===== config.mk =====
export PLATFORM = sky130hd
export DESIGN_NAME = mac_sequencer_flat
export DESIGN_NICKNAME = d
export VERILOG_FILES = /design/src/rtl/mac_sequencer_if.sv /design/src/rtl/mac_sequencer.sv /design/src/flat_wrapper.sv
export SDC_FILE = /design/constraint.sdc
export NUM_CORES = 1
export LEC_CHECK = 0
export BUFFER_PORTS_ARGS = -buffer_cell sky130_fd_sc_hd__buf_2
export CORE_AREA = 3 3 230 232
export CTS_CLUSTER_SIZE = 8
export DETAILED_ROUTE_END_ITERATION = 7
export DIE_AREA = 0 0 233 235
export PLACE_DENSITY = 0.62
export SLEW_MARGIN = 40
export SYNTH_ARGS = -nofsm -noshare
export SYNTH_HDL_FRONTEND = slang
export SYNTH_SLANG_ARGS = --single-unit

===== constraint.sdc =====
create_clock -name clk -period 2.26 [get_ports clk]
set_input_delay 0.226 -clock clk [delete_from_list [all_inputs] [get_ports clk]]
set_output_delay 0.226 -clock clk [all_outputs]
set_load 0.03 [all_outputs]

===== src/rtl/mac_sequencer_if.sv =====
// mac_sequencer_if: bundles the sequencer's memory, MAC and result-port
// signals.
//   master : sequencer side. It drives the addresses, the MAC operands and
//            the result port, and receives read data, the MAC sum and
//            res_ready.
//   slave  : environment side (ROMs, MAC instance, result consumer).
interface mac_sequencer_if #(
    parameter int DATA_W = 128,
    parameter int SUM_W  = 20,
    parameter int ACC_W  = 24,
    parameter int ADDR_W = 8
);
    logic [ADDR_W-1:0] p_addr;
    logic [ADDR_W-1:0] w_addr;
    logic [DATA_W-1:0] p_rdata;
    logic [DATA_W-1:0] w_rdata;
    logic [DATA_W-1:0] mac_p;
    logic [DATA_W-1:0] mac_w;
    logic [SUM_W-1:0]  mac_s;
    logic [ACC_W-1:0]  res_data;
    logic [ADDR_W-1:0] res_idx;
    logic              res_valid;
    logic              res_ready;

    modport master (
        output p_addr, w_addr, mac_p, mac_w, res_data, res_idx, res_valid,
        input  p_rdata, w_rdata, mac_s, res_ready
    );

    modport slave (
        input  p_addr, w_addr, mac_p, mac_w, res_data, res_idx, res_valid,
        output p_rdata, w_rdata, mac_s, res_ready
    );
endinterface


===== src/rtl/mac_sequencer.sv =====
// mac_sequencer: steps the 128-bit MAC through a whole neuron layer.
// For each neuron it streams WORDS pixel/weight word pairs from the two
// synchronous-read ROMs into the MAC and accumulates the sums, saturating
// at 2^ACC_W-1. It then offers the neuron total on a valid/ready port.
// Ports:
//   clk, rst_n : clock (rising edge) and async active-low reset
//   start_i    : one-cycle pulse that begins a layer pass
//   busy_o     : high while a pass is in progress
//   done_o     : one-cycle pulse after the last result is accepted
//   bus        : memory addresses/data, MAC operands/sum, result port
//
// state | meaning
// IDLE  | waiting for start
// ISSUE | one pixel/weight address pair per cycle, words 0..WORDS-1
// DRAIN | waiting for the tagged words to reach the accumulator
// OUT   | result presented, waiting for res_ready
module mac_sequencer #(
    parameter int DATA_W  = 128,
    parameter int SUM_W   = 20,
    parameter int ACC_W   = 24,
    parameter int ADDR_W  = 8,
    parameter int WORDS   = 4,
    parameter int NEURONS = 10,
    parameter int MAC_LAT = 1
) (
    input  logic clk,
    input  logic rst_n,
    input  logic start_i,
    output logic busy_o,
    output logic done_o,
    mac_sequencer_if.master bus
);
    // An address issued at edge t yields rdata at t+1, operands at t+2 and
    // a sampled sum at t+L.
    localparam int L = 2 + MAC_LAT;

    typedef enum logic [1:0] {S_IDLE, S_ISSUE, S_DRAIN, S_OUT} state_t;

    state_t            state_q, state_d;
    logic              busy_q, busy_d;
    logic              done_q, done_d;
    logic [ADDR_W-1:0] p_addr_q, p_addr_d;
    logic [ADDR_W-1:0] w_addr_q, w_addr_d;
    logic [ADDR_W-1:0] w_next_q, w_next_d;
    logic [ADDR_W-1:0] word_q, word_d;
    logic [ADDR_W-1:0] neuron_q, neuron_d;
    logic [DATA_W-1:0] mac_p_q, mac_p_d;
    logic [DATA_W-1:0] mac_w_q, mac_w_d;
    logic [ACC_W-1:0]  acc_q, acc_d;
    logic [ACC_W-1:0]  res_data_q, res_data_d;
    logic [ADDR_W-1:0] res_idx_q, res_idx_d;
    logic              res_valid_q, res_valid_d;
    logic [L-1:0]      tag_q, tag_d;
    logic              issue;
    logic [ACC_W:0]    acc_sum;
    logic [ACC_W-1:0]  acc_sat;

    // One extra bit catches the overflow, which clamps the sum to all ones.
    always_comb begin
        acc_sum = {1'b0, acc_q} + (ACC_W+1)'(bus.mac_s);
        acc_sat = acc_sum[ACC_W] ? '1 : acc_sum[ACC_W-1:0];
    end

    always_comb begin
        state_d     = state_q;
        busy_d      = busy_q;
        done_d      = 1'b0;
        p_addr_d    = p_addr_q;
        w_addr_d    = w_addr_q;
        w_next_d    = w_next_q;
        word_d      = word_q;
        neuron_d    = neuron_q;
        res_data_d  = res_data_q;
        res_idx_d   = res_idx_q;
        res_valid_d = res_valid_q;
        issue       = 1'b0;
        // Untagged slots present zero operands, so the MAC sees bubbles as 0.
        mac_p_d     = tag_q[1] ? bus.p_rdata : '0;
        mac_w_d     = tag_q[1] ? bus.w_rdata : '0;
        acc_d       = tag_q[L-1] ? acc_sat : acc_q;

        case (state_q)
            S_IDLE: begin
                // done_q is high only in the cycle after a pass ends; a start
                // in that cycle is dropped.
                if (start_i && !done_q) begin
                    state_d  = S_ISSUE;
                    busy_d   = 1'b1;
                    word_d   = '0;
                    neuron_d = '0;
                    w_next_d = '0;
                    acc_d    = '0;
                end
            end
            S_ISSUE: begin
                issue    = 1'b1;
                p_addr_d = word_q;
                w_addr_d = w_next_q;
                w_next_d = w_next_q + ADDR_W'(1);
                if (word_q == ADDR_W'(WORDS - 1)) begin
                    state_d = S_DRAIN;
                end else begin
                    word_d = word_q + ADDR_W'(1);
                end
            end
            S_DRAIN: begin
                if (tag_q == '0) begin
                    res_data_d  = acc_q;
                    res_idx_d   = neuron_q;
                    res_valid_d = 1'b1;
                    state_d     = S_OUT;
                end
            end
            S_OUT: begin
                if (bus.res_ready) begin
                    res_valid_d = 1'b0;
                    if (neuron_q == ADDR_W'(NEURONS - 1)) begin
                        busy_d  = 1'b0;
                        done_d  = 1'b1;
                        state_d = S_IDLE;
                    end else begin
                        neuron_d = neuron_q + ADDR_W'(1);
                        word_d   = '0;
                        acc_d    = '0;
                        state_d  = S_ISSUE;
                    end
                end
            end
            default: state_d = S_IDLE;
        endcase

        tag_d = {tag_q[L-2:0], issue};
    end

    always_ff @(posedge clk or negedge rst_n) begin
        if (!rst_n) begin
            state_q     <= S_IDLE;
            busy_q      <= 1'b0;
            done_q      <= 1'b0;
            p_addr_q    <= '0;
            w_addr_q    <= '0;
            w_next_q    <= '0;
            word_q      <= '0;
            neuron_q    <= '0;
            mac_p_q     <= '0;
            mac_w_q     <= '0;
            acc_q       <= '0;
            res_data_q  <= '0;
            res_idx_q   <= '0;
            res_valid_q <= 1'b0;
            tag_q       <= '0;
        end else begin
            state_q     <= state_d;
            busy_q      <= busy_d;
            done_q      <= done_d;
            p_addr_q    <= p_addr_d;
            w_addr_q    <= w_addr_d;
            w_next_q    <= w_next_d;
            word_q      <= word_d;
            neuron_q    <= neuron_d;
            mac_p_q     <= mac_p_d;
            mac_w_q     <= mac_w_d;
            acc_q       <= acc_d;
            res_data_q  <= res_data_d;
            res_idx_q   <= res_idx_d;
            res_valid_q <= res_valid_d;
            tag_q       <= tag_d;
        end
    end

    assign busy_o        = busy_q;
    assign done_o        = done_q;
    assign bus.p_addr    = p_addr_q;
    assign bus.w_addr    = w_addr_q;
    assign bus.mac_p     = mac_p_q;
    assign bus.mac_w     = mac_w_q;
    assign bus.res_data  = res_data_q;
    assign bus.res_idx   = res_idx_q;
    assign bus.res_valid = res_valid_q;
endmodule


===== src/flat_wrapper.sv =====
// flat-port wrapper written by rule: the top's interface ports become plain ports
module mac_sequencer_flat 
#(
    parameter int DATA_W  = 128,
    parameter int SUM_W   = 20,
    parameter int ACC_W   = 24,
    parameter int ADDR_W  = 8,
    parameter int WORDS   = 4,
    parameter int NEURONS = 10,
    parameter int MAC_LAT = 1
)
  (clk, rst_n, start_i, busy_o, done_o, bus_p_addr, bus_w_addr, bus_mac_p, bus_mac_w, bus_res_data, bus_res_idx, bus_res_valid, bus_p_rdata, bus_w_rdata, bus_mac_s, bus_res_ready);
  mac_sequencer_if #(.DATA_W(DATA_W), .SUM_W(SUM_W), .ACC_W(ACC_W), .ADDR_W(ADDR_W)) bus_i ();
  input  logic clk;
  input  logic rst_n;
  input  logic start_i;
  output logic busy_o;
  output logic done_o;
  output wire logic [$bits(bus_i.p_addr)-1:0] bus_p_addr;
  output wire logic [$bits(bus_i.w_addr)-1:0] bus_w_addr;
  output wire logic [$bits(bus_i.mac_p)-1:0] bus_mac_p;
  output wire logic [$bits(bus_i.mac_w)-1:0] bus_mac_w;
  output wire logic [$bits(bus_i.res_data)-1:0] bus_res_data;
  output wire logic [$bits(bus_i.res_idx)-1:0] bus_res_idx;
  output wire logic [$bits(bus_i.res_valid)-1:0] bus_res_valid;
  input wire logic [$bits(bus_i.p_rdata)-1:0] bus_p_rdata;
  input wire logic [$bits(bus_i.w_rdata)-1:0] bus_w_rdata;
  input wire logic [$bits(bus_i.mac_s)-1:0] bus_mac_s;
  input wire logic [$bits(bus_i.res_ready)-1:0] bus_res_ready;
  assign bus_p_addr = bus_i.p_addr;
  assign bus_w_addr = bus_i.w_addr;
  assign bus_mac_p = bus_i.mac_p;
  assign bus_mac_w = bus_i.mac_w;
  assign bus_res_data = bus_i.res_data;
  assign bus_res_idx = bus_i.res_idx;
  assign bus_res_valid = bus_i.res_valid;
  assign bus_i.p_rdata = bus_p_rdata;
  assign bus_i.w_rdata = bus_w_rdata;
  assign bus_i.mac_s = bus_mac_s;
  assign bus_i.res_ready = bus_res_ready;
  mac_sequencer #(.DATA_W(DATA_W), .SUM_W(SUM_W), .ACC_W(ACC_W), .ADDR_W(ADDR_W), .WORDS(WORDS), .NEURONS(NEURONS), .MAC_LAT(MAC_LAT)) u_core (.clk(clk), .rst_n(rst_n), .start_i(start_i), .busy_o(busy_o), .done_o(done_o), .bus(bus_i));
endmodule

==> results.yml, run 1 <==
synth:
  syn-num-nets: 1369
  post-synth-top-area-cell: "sky130_fd_sc_hd__dfrtp_1"
  ys_types: 58
  syn-cell-area_sq_um: 13650
  warnings_synthesis: 0
  synth_edf_count: 0
  dominantRegCellSynth: "sky130_fd_sc_hd__dfrtp_1"
  yosysTopAreaCellShare_pct: 65.99
  synth.ff_latch_count: 360
  syn_area_per_cell_sq_um: 12.88
  postSynthCellCount: 1060
  synth.area.top_cells: "sky130_fd_sc_hd__dfrtp_1, sky130_fd_sc_hd__and2_1, sky130_fd_sc_hd__mux2_2, sky130_fd_sc_hd__ha_1, sky130_fd_sc_hd__nor2_1"
  synth_seq_area_share_pct: 65.99
  asyncSetResetFlopFracSynth_pct: 100.0
clocking:
  clock_tree.htree_level_count: 2
  library_cell_used_as_clock_root_buffer: "sky130_fd_sc_hd__clkbuf_16"
  clock_tree_from_tritoncts: "built"
  worst_skew_pair.late_latency_ps: 570
  clkSinkCount: 360
  cts_buffers: 51
  cts.reportedPaths.clkPinSlew_ps: 50
  clk_path_buf_depth: 3
floorplanning:
  die_x_microns: 233
  placeableCoreArea_sq_um: 51200
  floorplan.die.height_microns: 235
  full_die_area_sq_um: 54760
  io_pins: 587
  start_util_pct: 26.66
  num_rows: 83
detailed_routing:
  drt-wirelength-per-cell_microns: 18.98
  route.detailed.drc: 0
  route.detailed.vias_per_inst: 4.336
  finalWirelength_microns: 50570
  number_of_iterations_in_the_first_detailed_routing_pass: 7
  initialDrtViolationCount: 583
  detailroute.via_count: 11560
  drtAntennaViolNets: 0
finish:
  fin_nets: 2276
  leading_cell_type_in_the_layout_fill_and_taps_excluded: "sky130_fd_sc_hd__buf_2"
  layout.cells.non_filler: 2665
  drive_gt1_share_pct: 40.06
  synthToLayoutAreaGrowth_pct: 60.46
  most-common-layout-cells: "sky130_fd_sc_hd__buf_2, sky130_fd_sc_hd__dfrtp_1, sky130_fd_sc_hd__and2_1, sky130_fd_sc_hd__dlygate4sd3_1, sky130_fd_sc_hd__buf_4"
  finalInstanceArea_sq_um: 21910
grt:
  grt_use_total_pct: 18.30
  grt_pass1_vias: 13110
  antenna_violations_before_repair: 15
  grt_first_pass_wirelength_microns: 77270
  largest_net_degree_at_the_start_of_global_routing: 173
  globalRouteOverflowTotal: 0
placed_design:
  place_inst: 2331
  dpl-instance-area_sq_um: 17780
  port_buffers: 586
  place.gp.congestion: 0.8761
  post-dp-hpwl_microns: 35530
power_and_ir_drop:
  p_sw_mw: 10.45
  share_seq_of_total_power_pct: 33.4
  clockPowerShare_pct: 25.9
  powerDensity_nw_per_um2: 1215
  cell_internal_pwr_mw: 16.16
  swShare_pct: 39.28
  power_frac_comb_pct: 40.7
  power_leakage_nw: 11.46
  vdd.ir_drop.worst_mv: 0.7034
sta:
  hold_slack_ps: -3.665
  timing_hold_violations_final: 1
  rel_slew_slack_pct: 49.35
  least_setup_slack_across_all_paths_after_layout_ps: -181.9
  finalSetupViolations: 17
  maxClockFrequency_mhz: 409.5
  rsz0062_at_grt: "yes"
  finalCriticalPeriod_ps: 2442
  slew_viol_final: 0
  max_slew.worst_pin.slew_ps: 759.7
  clock-skew-final_ps: 17.74
  period_share_pct: 108.0
critical_path:
  timing_worst_setup_path_type: "flop to flop"
  critical_path.endpoint_type: "flop"
  path_max_fanout: 2
  crit_path_start_kind: "flop"
  worst_ep_arrival_time_ps: 2870
  cp_slowest_stage_delay_ps: 400
  crit_chain: "ha_2 > fa_2 > a211oi_4 > nor3_4 > nor4_2 > o21bai_1 > o31ai_2 > xor2_1 > a31oi_1"
  cp_slowest_cell: "sky130_fd_sc_hd__fa_2"
  crit_required_ps: 2690
run:
  drv.max_cap_violation_count: 0
run_status:
  run_status: "finished with violations"
  violations: "negative hold slack, negative setup slack"
hold_path:
  holdCritPathClass: "input port to flop"
## power by group through the flow
stage / clock network [mW] / registers (mW) / logic (mW)
floorplan: 0 / 11.6 / 3.82
global placement: 0 / 8.90 / 10.2
detailed placement: 0 / 8.95 / 10.3
CTS: 7.10 / 8.89 / 10.8
global route: 7.39 / 9.06 / 11.7
finish: 6.89 / 8.89 / 10.8
## synth_stat cells (3+ instances only)
cell,count
sky130_fd_sc_hd__clkbuf_1,42
sky130_fd_sc_hd__o22a_1,3
sky130_fd_sc_hd__xnor2_1,12
sky130_fd_sc_hd__a21o_1,6
sky130_fd_sc_hd__nor3b_1,5
sky130_fd_sc_hd__o31ai_1,4
sky130_fd_sc_hd__nand3_1,15
sky130_fd_sc_hd__xor2_1,22
sky130_fd_sc_hd__buf_2,10
sky130_fd_sc_hd__o22ai_1,8
sky130_fd_sc_hd__nor2_1,52
sky130_fd_sc_hd__nand2_1,29
sky130_fd_sc_hd__and3_1,5
sky130_fd_sc_hd__mux2_2,48
sky130_fd_sc_hd__a31oi_1,18
sky130_fd_sc_hd__o21ai_1,5
sky130_fd_sc_hd__o21bai_1,3
sky130_fd_sc_hd__dfrtp_1,360
sky130_fd_sc_hd__o41ai_2,3
sky130_fd_sc_hd__ha_1,28
sky130_fd_sc_hd__nor3_1,7
sky130_fd_sc_hd__nand2b_1,4
sky130_fd_sc_hd__a21oi_1,19
sky130_fd_sc_hd__a211oi_1,4
sky130_fd_sc_hd__nand4_1,13
sky130_fd_sc_hd__inv_1,9
sky130_fd_sc_hd__o211ai_1,3
sky130_fd_sc_hd__and2_1,257
sky130_fd_sc_hd__o21ai_0,31
## sequential cells by signal (all words and copies together) (netlist names)
register and count:
u_core.bus.mac_p 128, u_core.bus.mac_w 128, u_core.acc_q 24, u_core.bus.res_data 24, u_core.bus.p_addr 8, u_core.bus.res_idx 8
u_core.bus.w_addr 8, u_core.neuron_q 8, u_core.w_next_q 8, u_core.word_q 8, u_core.tag_q 3, u_core.state_q 2
u_core.bus.res_valid 1, u_core.busy_o 1, u_core.done_o 1
## cells by family after synthesis
group / share of synthesized area (%)
AND/OR/NAND/NOR: 17.08
flip-flops: 65.99
AO/OA/AOI/OAI: 6.223
buffers and inverters: 1.851
multiplexers: 3.959
XOR/XNOR: 2.181
adder cells (fa/ha/maj): 2.713
## final timing paths
path	slack, ps	depth (start not counted)	startpoint	to
hold / removal	-4	2	bus_w_rdata[28]	u_core.bus.mac_w[28]
min in group asynchronous	160	2	rst_n	u_core.bus.res_data[15]
max in group asynchronous	1290	3	rst_n	u_core.bus.w_addr[3]
setup / recovery	-180	9	u_core.acc_q[0]	u_core.acc_q[18]
hold reg to reg	470	0	u_core.tag_q[0]	u_core.tag_q[1]
setup reg to reg	-180	9	u_core.acc_q[0]	u_core.acc_q[18]
## metal layers
metal / vias up / track usage (%) / routed length (microns)
li1: 5347 / - / -
met2: 408 / 31.72 / 26290
met1: 5698 / 20.45 / 18870
met4: 2 / 7.913 / 1669
met5: - / 0 / 13
met3: 100 / 5.989 / 3730
## final cells by class
type | instances | area, sq um
tap | 680 | 850.8
inverter | 9 | 33.78
fill | 4671 | 29290
sequential | 360 | 9012
multi-input combinational | 638 | 4499
antenna | 13 | 32.53
clock inverter | 2 | 25.02
clock buffer | 56 | 1358
timing repair buffer | 907 | 6095
## critical path: cells and delay by family (launching register included)
family / cells / cell delay [ps]
xor+xnor: 1 / 170
compound gates: 4 / 830
simple gates: 2 / 340
flops: 1 / 380
fa+ha+maj: 2 / 590
## metrics by stage
| step | total power [mW] | utilization [%] | setup slack (ps) | TNS [ps] | hold WS [ps] |
|---|---|---|---|---|---|
| after global routing | 28.11 | 42.79 | -237.8 | -3340 | 11.79 |
| after CTS | 26.79 | 42.59 | -201.3 | -2420 | 25.35 |
| after global placement | 19.13 | 34.73 | -195.2 | -2602 | 192.5 |
| final | 26.62 | 42.79 | -181.9 | -1376 | -3.665 |
| after floorplan | 15.38 | - | -20.07 | -20.07 | -69.59 |
| after detailed placement | 19.26 | 34.73 | -259.9 | -4327 | 198.3 |
## timing repair
item | in CTS | in global routing
endpoints found under the setup margin | 24 | 25
resized for setup | 11 | 9
buffers inserted | 2 | 3
hold buffers | 257 | 0
pin swaps | 5 | 4
cloned | 1 | 0
endpoints found under the hold margin | 305 | 0
(Power assumes the default switching activity.)
==> inputs of run 2 (changes only) <==
- PLACE_DENSITY: 0.62 -> 0.49
==> results.yml, run 2 (synthesis results as in run 1) <==
critical_path:
  crit-reg2reg-launch: "u_core.acc_q[0]"
  crit_required_ps: 2690
  reg2reg_to: "u_core.acc_q[18]"
  timing.reg2reg.setup_slack_ps: -140
  reg2reg_depth: 9
  path_max_fanout: 2
  timing_worst_setup_path_type: "flop to flop"
  critical_path.endpoint_type: "flop"
  crit_path_start_kind: "flop"
  worst_ep_arrival_time_ps: 2830
detailed_routing:
  route.detailed.drc: 0
  number_of_iterations_in_the_first_detailed_routing_pass: 5
  finalWirelength_microns: 50090
  drtAntennaViolNets: 0
  initialDrtViolationCount: 519
  detailroute.via_count: 11410
  drt-wirelength-per-cell_microns: 18.75
  route.detailed.vias_per_inst: 4.270
clocking:
  library_cell_used_as_clock_root_buffer: "sky130_fd_sc_hd__clkbuf_16"
  cts.reportedPaths.clkPinSlew_ps: 50
  worst_skew_pair.late_latency_ps: 560
  clkSinkCount: 360
  cts_buffers: 51
  clock_tree_from_tritoncts: "built"
  clk_path_buf_depth: 3
  clock_tree.htree_level_count: 2
floorplanning:
  die_x_microns: 233
  io_pins: 587
  full_die_area_sq_um: 54760
  num_rows: 83
  placeableCoreArea_sq_um: 51200
  start_util_pct: 26.66
  floorplan.die.height_microns: 235
sta:
  final.setup.tns_ps: -590.3
  timing_hold_violations_final: 0
  hold_slack_ps: 118.8
  least_setup_slack_across_all_paths_after_layout_ps: -135.9
  rsz0062_at_grt: "yes"
  finalCriticalPeriod_ps: 2396
  maxClockFrequency_mhz: 417.4
  slew_viol_final: 0
  clock-skew-final_ps: 19.43
  max_slew.worst_pin.slew_ps: 601.9
  rel_slew_slack_pct: 59.88
  period_share_pct: 106.0
  finalSetupViolations: 11
hold_path:
  hold-path-endpoint: "u_core.acc_q[0]"
  hold_start: "bus_mac_s[0]"
  holdCritPathClass: "input port to flop"
  whs_path_depth: 4
run_status:
  run_status: "finished with violations"
  violations: "negative setup slack"
placed_design:
  post-dp-hpwl_microns: 36280
  place.gp.congestion: 0.9155
  place_ws_ps: -194.0
  port_buffers: 586
  place_inst: 2342
grt:
  grt_first_pass_wirelength_microns: 75650
  antenna_violations_before_repair: 11
  grt_pass1_vias: 12600
  globalRouteOverflowTotal: 0
  grt_use_total_pct: 18.10
  largest_net_degree_at_the_start_of_global_routing: 254
finish:
  synthToLayoutAreaGrowth_pct: 62.15
  n_fill_cell: 4861
  most-common-layout-cells: "sky130_fd_sc_hd__buf_2, sky130_fd_sc_hd__dfrtp_1, sky130_fd_sc_hd__dlygate4sd3_1"
  fin_nets: 2286
  layout.cells.non_filler: 2672
  leading_cell_type_in_the_layout_fill_and_taps_excluded: "sky130_fd_sc_hd__buf_2"
  drive_gt1_share_pct: 41.03
power_and_ir_drop:
  vdd.ir_drop.worst_mv: 0.5987
  power_leakage_nw: 11.55
  powerDensity_nw_per_um2: 1212
run:
  drv.max_cap_violation_count: 0
[run 2: stage by stage]
stage | utilization, % | power [mW] | instance area [sq um]
after global routing | 43.23 | 28.46 | 22130
final | 43.24 | 26.83 | 22140
after detailed placement | 34.89 | 19.42 | 17860
after global placement | 34.89 | 19.37 | 17860
after floorplan | - | 15.38 | 13670
after CTS | 42.63 | 26.82 | 21820
[run 2: metal layers]
layer	part of all wire (%)	GRT usage (%)	up-vias
met5	0.026	0	-
met4	4.1	7.596	2
met3	9.2	7.153	106
met2	48	29.14	385
met1	38	21.47	5543
li1	-	-	5374
[run 2: worst max path at each step]
stage	from	end	slack, ps	cells after the start
detailed placement	u_core.acc_q[0]	u_core.acc_q[18]	-190	9
CTS	u_core.acc_q[0]	u_core.acc_q[18]	-160	9
global route	u_core.acc_q[0]	u_core.acc_q[18]	-260	9
finish	u_core.acc_q[0]	u_core.acc_q[18]	-140	9
floorplan	u_core.acc_q[0]	u_core.acc_q[18]	-20	9
global placement	u_core.acc_q[0]	u_core.acc_q[18]	-230	9
[run 2: worst max-delay path, stage by stage (launching register included)]
cell and delay, ps:
sky130_fd_sc_hd__dfrtp_1 410, sky130_fd_sc_hd__ha_4 180, sky130_fd_sc_hd__fa_2 380, sky130_fd_sc_hd__a211oi_4 280, sky130_fd_sc_hd__nor3_4 80, sky130_fd_sc_hd__nor4_2 240, sky130_fd_sc_hd__o21bai_1 150, sky130_fd_sc_hd__o31ai_2 290
sky130_fd_sc_hd__xor2_1 160, sky130_fd_sc_hd__a31oi_1 90
[run 2: power by group]
part	switching (mW)	internal, mW
logic	7.09	4.13
registers	0.749	8.09
clock network	2.71	4.07
total	10.5	16.3
[run 2: cell type report]
class / instances / area [sq um] / share of cell area (%)
multi-input cells: 638 / 4662 / 21.06
diodes: 8 / 20.02 / 0.09044
inverters: 9 / 33.78 / 0.1526
flip-flops and latches: 360 / 9014 / 40.72
clock inverters: 3 / 30.03 / 0.1357
clock buffers: 57 / 1330 / 6.008
well taps: 680 / 850.8 / 3.844
repair buffers: 917 / 6196 / 27.99
[run 2: repair_timing]
action                     in CTS  in global routing
hold endpoints to repair      312                  0
hold buffers                  258                  0
setup endpoints to repair      24                 27
resized for setup               4                 39
pin swaps                       4                 17
setup buffers                   0                  4
==> inputs of run 3 (changes only) <==
- BUFFER_PORTS_ARGS: -buffer_cell sky130_fd_sc_hd__buf_2 -> -buffer_cell sky130_fd_sc_hd__buf_4
- MAX_ROUTING_LAYER: unset -> met4
==> results.yml, run 3 (synthesis results as in run 1) <==
run:
  drv.max_cap_violation_count: 0
grt:
  globalRouteOverflowTotal: 0
  grt_pass1_vias: 12580
  grt_first_pass_wirelength_microns: 77110
  grt_use_total_pct: 19.06
  largest_net_degree_at_the_start_of_global_routing: 208
  antenna_violations_before_repair: 10
sta:
  least_setup_slack_across_all_paths_after_layout_ps: -204.7
  finalCriticalPeriod_ps: 2465
  finalSetupViolations: 23
  rel_slew_slack_pct: 42.38
  timing_hold_violations_final: 0
  max_slew.worst_pin.slew_ps: 864.3
  period_share_pct: 109.1
  slew_viol_final: 0
  hold_slack_ps: 101.3
  rsz0062_at_grt: "yes"
  maxClockFrequency_mhz: 405.7
  clock-skew-final_ps: 24.71
detailed_routing:
  drtAntennaViolNets: 0
  drt-wirelength-per-cell_microns: 19.10
  detailroute.via_count: 11410
  route.detailed.drc: 0
  number_of_iterations_in_the_first_detailed_routing_pass: 4
  finalWirelength_microns: 51160
  route.detailed.vias_per_inst: 4.261
  initialDrtViolationCount: 517
critical_path:
  crit_path_start_kind: "flop"
  path_max_fanout: 2
  crit_cells: 9
  timing.reg2reg.setup_slack_ps: -200
  timing_worst_setup_path_type: "flop to flop"
  crit-reg2reg-launch: "u_core.acc_q[0]"
  buffering_stage_count_on_the_worst_path_with_inverters_included: 0
  worst_path_dominant_cell_family: "compound AO/OA/AOI/OAI gates"
  critical_path.endpoint_type: "flop"
  crit_required_ps: 2700
  reg2reg_to: "u_core.acc_q[18]"
  cp_slowest_cell: "sky130_fd_sc_hd__fa_2"
  reg2reg_depth: 9
  crit_chain: "ha_4 > fa_2 > a211oi_4 > nor3_4 > nor4_4 > o21bai_2 > o31ai_2 > xor2_1 > a31oi_1"
  worst_ep_arrival_time_ps: 2910
  cp_slowest_stage_delay_ps: 420
power_and_ir_drop:
  vdd.ir_drop.worst_mv: 0.6333
  cell_internal_pwr_mw: 17.02
  power_leakage_nw: 11.85
  share_seq_of_total_power_pct: 32.1
  swShare_pct: 38.40
  power_frac_comb_pct: 43.4
  powerDensity_nw_per_um2: 1176
  clockPowerShare_pct: 24.5
  p_sw_mw: 10.61
  total_power_mw: 27.63
hold_path:
  hold_start: "bus_mac_s[0]"
  holdCritPathClass: "input port to flop"
  whs_path_depth: 4
  hold-path-endpoint: "u_core.acc_q[0]"
run_status:
  violations: "negative setup slack"
  run_status: "finished with violations"
clocking:
  clock_tree_from_tritoncts: "built"
  clkSinkCount: 360
  worst_skew_pair.late_latency_ps: 580
  clock_tree.htree_level_count: 2
  cts.reportedPaths.clkPinSlew_ps: 50
  cts_buffers: 51
  library_cell_used_as_clock_root_buffer: "sky130_fd_sc_hd__clkbuf_16"
  clk_path_buf_depth: 3
floorplanning:
  num_rows: 83
  io_pins: 587
  die_x_microns: 233
  floorplan.die.height_microns: 235
  start_util_pct: 26.66
  full_die_area_sq_um: 54760
  placeableCoreArea_sq_um: 51200
finish:
  synthToLayoutAreaGrowth_pct: 72.18
  n_fill_cell: 4697
  most-common-layout-cells: "sky130_fd_sc_hd__buf_4, sky130_fd_sc_hd__dfrtp_1, sky130_fd_sc_hd__dlygate4sd3_1"
  fin_nets: 2293
  drive_gt1_share_pct: 40.31
  leading_cell_type_in_the_layout_fill_and_taps_excluded: "sky130_fd_sc_hd__buf_4"
placed_design:
  post-dp-hpwl_microns: 37630
  port_buffers: 586
  place.gp.congestion: 0.9506
-- run 3: changes by cell type in the layout (fill, tap and decap cells not counted), sizes merged --
cell / delta
buf: +7
clkinv: +1
diode: -1
-- run 3: per-layer routing --
layer	global-route usage [%]	wire [microns]	up-vias
met5	-	0	-
met4	4.143	924	0
met3	6.438	4232	73
met2	31.86	25750	372
met1	22.24	20250	5609
li1	-	-	5360
-- run 3: worst reg2reg max path, cell delays in order (launching register included) --
cell	delay, ps
sky130_fd_sc_hd__dfrtp_1	410
sky130_fd_sc_hd__ha_4	190
sky130_fd_sc_hd__fa_2	420
sky130_fd_sc_hd__a211oi_4	310
sky130_fd_sc_hd__nor3_4	80
sky130_fd_sc_hd__nor4_4	240
sky130_fd_sc_hd__o21bai_2	110
sky130_fd_sc_hd__o31ai_2	270
sky130_fd_sc_hd__xor2_1	200
sky130_fd_sc_hd__a31oi_1	100
-- run 3: worst max-delay path by stage --
stage,start,endpoint,slack (ps)
after global placement,u_core.acc_q[0],u_core.acc_q[18],-230
after CTS,u_core.acc_q[0],u_core.acc_q[18],-220
final,u_core.acc_q[0],u_core.acc_q[18],-200
after detailed placement,u_core.acc_q[0],u_core.acc_q[18],-310
after floorplan,u_core.acc_q[0],u_core.acc_q[18],-20
after global routing,u_core.acc_q[0],u_core.acc_q[18],-320
-- run 3: per-stage QoR --
step                      TNS (ps)  setup WS, ps  utilization, %  cell area [sq um]  cells
after floorplan             -20.07        -20.07               -              13670   1060
after global placement       -1101        -232.6           37.84              19370   2350
after detailed placement     -1821        -310.0           37.84              19370   2350
after CTS                    -3353        -218.0           45.82              23460   2673
after global routing         -4549        -321.2           45.90              23500   2676
final                        -1693        -204.7           45.91              23510   2679
-- run 3: area by class of cell --
cell class / count / area (sq um) / area share [%]
diodes: 7 / 17.52 / 0.07452
clock buffers: 57 / 1299 / 5.525
clock inverters: 4 / 60.06 / 0.2555
inverters: 9 / 33.78 / 0.1437
multi-input cells: 638 / 4553 / 19.37
flip-flops and latches: 360 / 9012 / 38.34
well taps: 680 / 850.8 / 3.620
repair buffers: 924 / 7680 / 32.67
-- run 3: repair_timing --
action,in CTS,in global routing
hold endpoints to repair,302,0
hold buffers,258,0
setup buffers,3,0
setup endpoints to repair,24,29
pin swaps,7,14
cloned,1,0
gates resized for setup,19,9
-- run 3: power groups by stage --
stage | clock [mW] | sequential [mW] | combinational (mW)
after detailed placement | 0 | 8.94 | 11.5
final | 6.78 | 8.87 | 12.0
after floorplan | 0 | 11.6 | 3.82
after global routing | 7.28 | 9.04 | 12.9
after global placement | 0 | 8.91 | 11.5
after CTS | 7.00 | 8.88 | 12.1
